[src/rtl/lc3_mem_pkg.sv]
// Shared definitions for the LC-3 memory-access sequencer.
// Holds the access-kind encodings, the sequencer state enum and helpers that
// classify an access kind as store and/or indirect.
package lc3_mem_pkg;

    localparam int unsigned LC3_ADDR_W = 16;
    localparam int unsigned LC3_DATA_W = 16;
    localparam int unsigned LC3_OP_W   = 2;

    typedef enum logic [LC3_OP_W-1:0] {
        OP_LD  = 2'b00,
        OP_ST  = 2'b01,
        OP_LDI = 2'b10,
        OP_STI = 2'b11
    } op_e;

    typedef enum logic [1:0] {
        ST_IDLE,
        ST_ACCESS,
        ST_GAP,
        ST_DONE
    } state_e;

    // True for accesses whose final memory cycle is a write.
    function automatic logic is_store(input logic [LC3_OP_W-1:0] op);
        return (op == OP_ST) || (op == OP_STI);
    endfunction

    // True for accesses that first fetch a pointer from memory.
    function automatic logic is_indirect(input logic [LC3_OP_W-1:0] op);
        return (op == OP_LDI) || (op == OP_STI);
    endfunction

endpackage

[src/rtl/mem_wait_timer.sv]
// Counts consecutive memory wait cycles and flags the last allowed one.
// Ports:
//   clk, rst_n  - clock, asynchronous active-low reset
//   clr         - synchronous clear of the count (has priority over en)
//   en          - count this cycle as a wait cycle
//   timeout_c   - combinational: this enabled cycle is wait cycle number LIMIT
// LIMIT = 0 disables the timeout entirely.
module mem_wait_timer #(
    parameter int unsigned LIMIT = 64
) (
    input  logic clk,
    input  logic rst_n,
    input  logic clr,
    input  logic en,
    output logic timeout_c
);

    localparam int unsigned CNT_W = (LIMIT < 2) ? 1 : $clog2(LIMIT + 1);
    // count holds the number of wait cycles already elapsed, so the
    // LIMIT-th wait cycle is the one that sees count == LIMIT-1.
    localparam logic [CNT_W-1:0] LAST = CNT_W'((LIMIT == 0) ? 0 : LIMIT - 1);

    logic [CNT_W-1:0] count;

    // Wait-cycle counter.
    always_ff @(posedge clk or negedge rst_n) begin
        if (!rst_n) begin
            count <= '0;
        end else if (clr) begin
            count <= '0;
        end else if (en) begin
            count <= CNT_W'(count + 1'b1);
        end
    end

    assign timeout_c = (LIMIT != 0) && en && (count == LAST);

endmodule

[src/rtl/mem_access_ctrl.sv]
// LC-3 memory-access sequencer: latches the effective address into MAR, runs
// the request/ready handshake for LD, ST, LDI and STI, and reports a single
// done pulse (qualified by err on timeout) back to the datapath.
// Ports:
//   clk, rst_n              - clock, asynchronous active-low reset
//   start, op               - request pulse and access kind (sampled in IDLE)
//   eab_addr, st_data       - effective address and store data
//   busy, done, err         - status: busy outside IDLE, done pulse, timeout flag
//   ld_data, mar            - MDR and MAR contents
//   mem_en, mem_we          - memory request and write enable
//   mem_addr, mem_wdata     - memory address (MAR) and write data (MDR)
//   mem_rdata, mem_ready    - memory read data and completion strobe
module mem_access_ctrl
    import lc3_mem_pkg::*;
#(
    parameter int unsigned ADDR_W         = 16,
    parameter int unsigned DATA_W         = 16,
    parameter int unsigned TIMEOUT_CYCLES = 64
) (
    input  logic              clk,
    input  logic              rst_n,
    input  logic              start,
    input  logic [1:0]        op,
    input  logic [ADDR_W-1:0] eab_addr,
    input  logic [DATA_W-1:0] st_data,
    output logic              busy,
    output logic              done,
    output logic              err,
    output logic [DATA_W-1:0] ld_data,
    output logic [ADDR_W-1:0] mar,
    output logic              mem_en,
    output logic              mem_we,
    output logic [ADDR_W-1:0] mem_addr,
    output logic [DATA_W-1:0] mem_wdata,
    input  logic [DATA_W-1:0] mem_rdata,
    input  logic              mem_ready
);

    state_e            state;
    logic [1:0]        op_q;
    logic              phase_q;
    logic [ADDR_W-1:0] mar_q;
    logic [DATA_W-1:0] mdr_q;
    logic              tmr_en_c;
    logic              tmr_clr_c;
    logic              timeout_c;

    // Only unanswered request cycles count toward the timeout.
    assign tmr_en_c  = (state == ST_ACCESS) && !mem_ready;
    assign tmr_clr_c = !tmr_en_c;

    mem_wait_timer #(
        .LIMIT (TIMEOUT_CYCLES)
    ) u_timer (
        .clk       (clk),
        .rst_n     (rst_n),
        .clr       (tmr_clr_c),
        .en        (tmr_en_c),
        .timeout_c (timeout_c)
    );

    // Sequencer; mem_en/mem_we are registered alongside the state they belong to.
    always_ff @(posedge clk or negedge rst_n) begin
        if (!rst_n) begin
            state   <= ST_IDLE;
            op_q    <= OP_LD;
            phase_q <= 1'b0;
            mar_q   <= '0;
            mdr_q   <= '0;
            busy    <= 1'b0;
            done    <= 1'b0;
            err     <= 1'b0;
            mem_en  <= 1'b0;
            mem_we  <= 1'b0;
        end else begin
            done <= 1'b0;
            case (state)
                ST_IDLE: begin
                    if (start) begin
                        mar_q   <= eab_addr;
                        op_q    <= op;
                        phase_q <= is_indirect(op);
                        if (is_store(op)) begin
                            mdr_q <= st_data;
                        end
                        err    <= 1'b0;
                        busy   <= 1'b1;
                        mem_en <= 1'b1;
                        // Pointer fetch of STI is a read.
                        mem_we <= is_store(op) && !is_indirect(op);
                        state  <= ST_ACCESS;
                    end
                end
                ST_ACCESS: begin
                    if (mem_ready) begin
                        mem_en <= 1'b0;
                        mem_we <= 1'b0;
                        if (phase_q) begin
                            mar_q   <= ADDR_W'(mem_rdata);
                            phase_q <= 1'b0;
                            state   <= ST_GAP;
                        end else begin
                            if (!is_store(op_q)) begin
                                mdr_q <= mem_rdata;
                            end
                            done  <= 1'b1;
                            state <= ST_DONE;
                        end
                    end else if (timeout_c) begin
                        err    <= 1'b1;
                        mem_en <= 1'b0;
                        mem_we <= 1'b0;
                        done   <= 1'b1;
                        state  <= ST_DONE;
                    end
                end
                ST_GAP: begin
                    mem_en <= 1'b1;
                    mem_we <= is_store(op_q);
                    state  <= ST_ACCESS;
                end
                ST_DONE: begin
                    busy  <= 1'b0;
                    state <= ST_IDLE;
                end
                default: begin
                    state <= ST_IDLE;
                end
            endcase
        end
    end

    assign mar       = mar_q;
    assign mem_addr  = mar_q;
    assign ld_data   = mdr_q;
    assign mem_wdata = mdr_q;

endmodule

[config.mk]
export PLATFORM = sky130hd
export DESIGN_NAME = mem_access_ctrl
export DESIGN_NICKNAME = d
export VERILOG_FILES = /design/src/rtl/lc3_mem_pkg.sv /design/src/rtl/mem_wait_timer.sv /design/src/rtl/mem_access_ctrl.sv
export SDC_FILE = /design/constraint.sdc
export NUM_CORES = 1
export LEC_CHECK = 0
export ABC_AREA = 1
export CAP_MARGIN = 20
export CORE_AREA = 5 5 90 92
export DETAILED_ROUTE_END_ITERATION = 8
export DIE_AREA = 0 0 95 97
export PLACE_DENSITY = 0.84
export SETUP_SLACK_MARGIN = 0.5
export SLEW_MARGIN = 20
export SYNTH_ARGS = -nofsm -noshare
export SYNTH_HDL_FRONTEND = slang
export SYNTH_SLANG_ARGS = --single-unit
[constraint.sdc]
create_clock -name clk -period 2.85 [get_ports clk]
set_clock_uncertainty 0.2 [all_clocks]
set_input_delay 0.4275 -clock clk [delete_from_list [all_inputs] [get_ports clk]]
set_output_delay 0.4275 -clock clk [all_outputs]
set_load 0.01 [all_outputs]
==> impl_metrics.ini <==
[floorplan]
ios = 123
rows = 31
start_util = 0.3794
die_x_um = 95
coreArea_mm2 = 0.007137
die-area_mm2 = 0.009215
die-height_um = 97

[global_routing]
first_global_vias = 2569
grt_max_degree = 27
grt_pass1_wl_mm = 12.61
grt_use_total = 0.1696
globalRoute.totalOverflow = 0
antenna_found_initial = 0

[critical_path]
end_kind = flip-flop
crit_chain = inv_1, ha_2, inv_2, o21ai_4, nand2_8, inv_6, nand2_1, nand2_1
critical_path_required_ps = 2890
critical_path.max_fanout = 17
startpoint_type = flip-flop
worstSetupPathType = flip-flop to flip-flop
slowest_delay_ps = 430
crit_top_cell = nand2_1
slowest_stage = dfrtp_1
critPathArrivalTime_ps = 2110

[timing]
hold_viol_final = 0
finalSetupViolCount = 0
max_clock_freq_mhz = 481.3
slew_headroom = 0.6627
rsz0062_at_grt = no
tightest_slew_ps = 505.9
slew_violations = 0
fin_setup_tns_ps = 0
fin_crit_sh = 0.7290
fin_crit_ps = 2078

[cts]
cts_buffers = 5
cts_tree = yes
cts_root_buf = clkbuf_8
cts_htree_levels = 2
clockBufferDepth = 2
clk-insertion-delay-late_ps = 290
cts.sink_count = 48
clkTransAtPathRegs_ps = 80

[outcome]
run_status = completed

[flow_run]
max_cap_viol_count = 0

[drt]
vias_per_cell = 4.610
first_pass_iters = 5
wl_per_cell_um = 13.69
final_antenna_net_count = 0
wl_mm = 7.585
drt_iter0_markers = 160
vias = 2554
drc = 0

[power_and_ir_drop]
powerDensity_mw_per_mm2 = 1119
ir_drop_v = 0.0004145
p_leak_nw = 1.962
power_w = 0.004367

[synthesis]
ys_warn_count = 0
ys_seq_area_frac = 0.4436
async_reset_ff_frac = 1.000
synth-edff-count = 0
synth.distinct_cells = 25
yosysTopAreaCell = dfrtp_1
synthDominantCellAreaShare = 0.4436
syn_area_mm2 = 0.002708
avgSynthCellArea_um2 = 7.521
synth_fp_nets = 420
yosys-top-cells-area = dfrtp_1 (44%), nand2_1 (26%), buf_4 (9.7%), nand3_1 (4.3%), ha_1 (2.8%)
synth_flop_cell = dfrtp_1
ys_ff_latch = 48
synthCells = 360

[place]
place.gp.congestion = 0.8667
dp_hpwl_mm = 6.014
dpl_cell_area_mm2 = 0.003750
io_buffers = 122

[min_path]
hold_path_class = flip-flop to flip-flop

[final_layout]
nets = 514
synthToLayoutAreaGrowth_pct = 44.18
final_area_mm2 = 0.003904
fillers = 676
drive_above_1_share = 0.05934
layout_common_cells = nand2_1 (185), clkdlybuf4s50_1 (121), dfrtp_1 (48)
final_common_cell = nand2_1
utilization = 0.5470
diodes = 0
## cell families after synthesis
family                   synth area share
buffers and inverters              0.1451
adder cells (fa/ha/maj)           0.02773
AO/OA/AOI/OAI                     0.04529
flip-flops                         0.4436
AND/OR/NAND/NOR                    0.3383
## area by class of cell
class,instances,area [um^2],area share
Clock buffer,5,68.82,0.01763
Clock inverter,3,42.54,0.01090
Inverter,18,72.57,0.01859
Multi-Input combinational cell,251,1116,0.2859
Sequential cell,48,1201,0.3077
Tap cell,99,123.9,0.03173
Timing Repair Buffer,130,1279,0.3276
## cell usage after synthesis (3+ instances only)
library cell	instances
ha_1	6
nand2_1	185
a21oi_1	6
nor2_1	10
dfrtp_1	48
o21ai_0	7
buf_4	35
nand3_1	23
inv_1	15
buf_2	4
buf_6	3
## registers in the layout, indices dropped and copies added (netlist names)
signal,count
ld_data,16
mem_we,1
op_q,1
err,1
done,1
u_timer.count,7
busy,1
mem_en,1
mar,16
state,2
phase_q,1
## path summary, 6_finish.rpt
| check | slack (ps) | start | end | cells after the start |
|---|---|---|---|---|
| max in group asynchronous | 1300 | rst_n | mar[9]$_DFFE_PN0P_ | 3 |
| worst max register to register | 770 | state[1]$_DFFE_PN0P_ | mar[1]$_DFFE_PN0P_ | 8 |
| worst max-delay path | 770 | state[1]$_DFFE_PN0P_ | mar[1]$_DFFE_PN0P_ | 8 |
| min in group asynchronous | 420 | rst_n | ld_data[4]$_DFFE_PN0P_ | 2 |
| worst min-delay path | 260 | u_timer.count[0]$_DFF_PN0_ | u_timer.count[0]$_DFF_PN0_ | 1 |
| worst min register to register | 260 | u_timer.count[0]$_DFF_PN0_ | u_timer.count[0]$_DFF_PN0_ | 1 |
## power by group
part           switching, W  internal [W]
registers          0.000246      0.000966
clock network      0.000228      0.000260
logic               0.00140       0.00127
## through the flow
step	cells	setup slack (ps)	hold slack (ps)
floorplan	360	1103	-68.09
global placement	541	512.1	216.1
detailed placement	541	357.2	221.7
CTS	552	586.4	262.6
global route	554	595.0	292.3
finish	554	772.2	262.2
## what timing repair did
| item | in CTS | in global routing |
|---|---|---|
| setup endpoints to repair | 32 | 32 |
| buffers inserted | 2 | 2 |
| gates resized for setup | 0 | 1 |
| pin swaps | 1 | 1 |
| hold endpoints to repair | 22 | 0 |
| hold buffers | 1 | 0 |
## worst max-delay path, delay by kind of cell, from the launching register on
family                     cells  cell delay [ps]
buffers and inverters          3              460
DFF                            1              430
adders and majority gates      1              320
AOI/OAI and AO/OA              1              320
and+or+nand+nor                3              280
## layer usage
metal / up-vias / part of all wire / track usage
li1: 1269 / - / -
met5: - / 0 / 0
met1: 1183 / 0.39 / 0.2037
met3: 17 / 0.073 / 0.04267
met2: 85 / 0.51 / 0.2923
met4: 0 / 0.027 / 0.05438
Note: power is estimated with default switching activity, not from simulation.
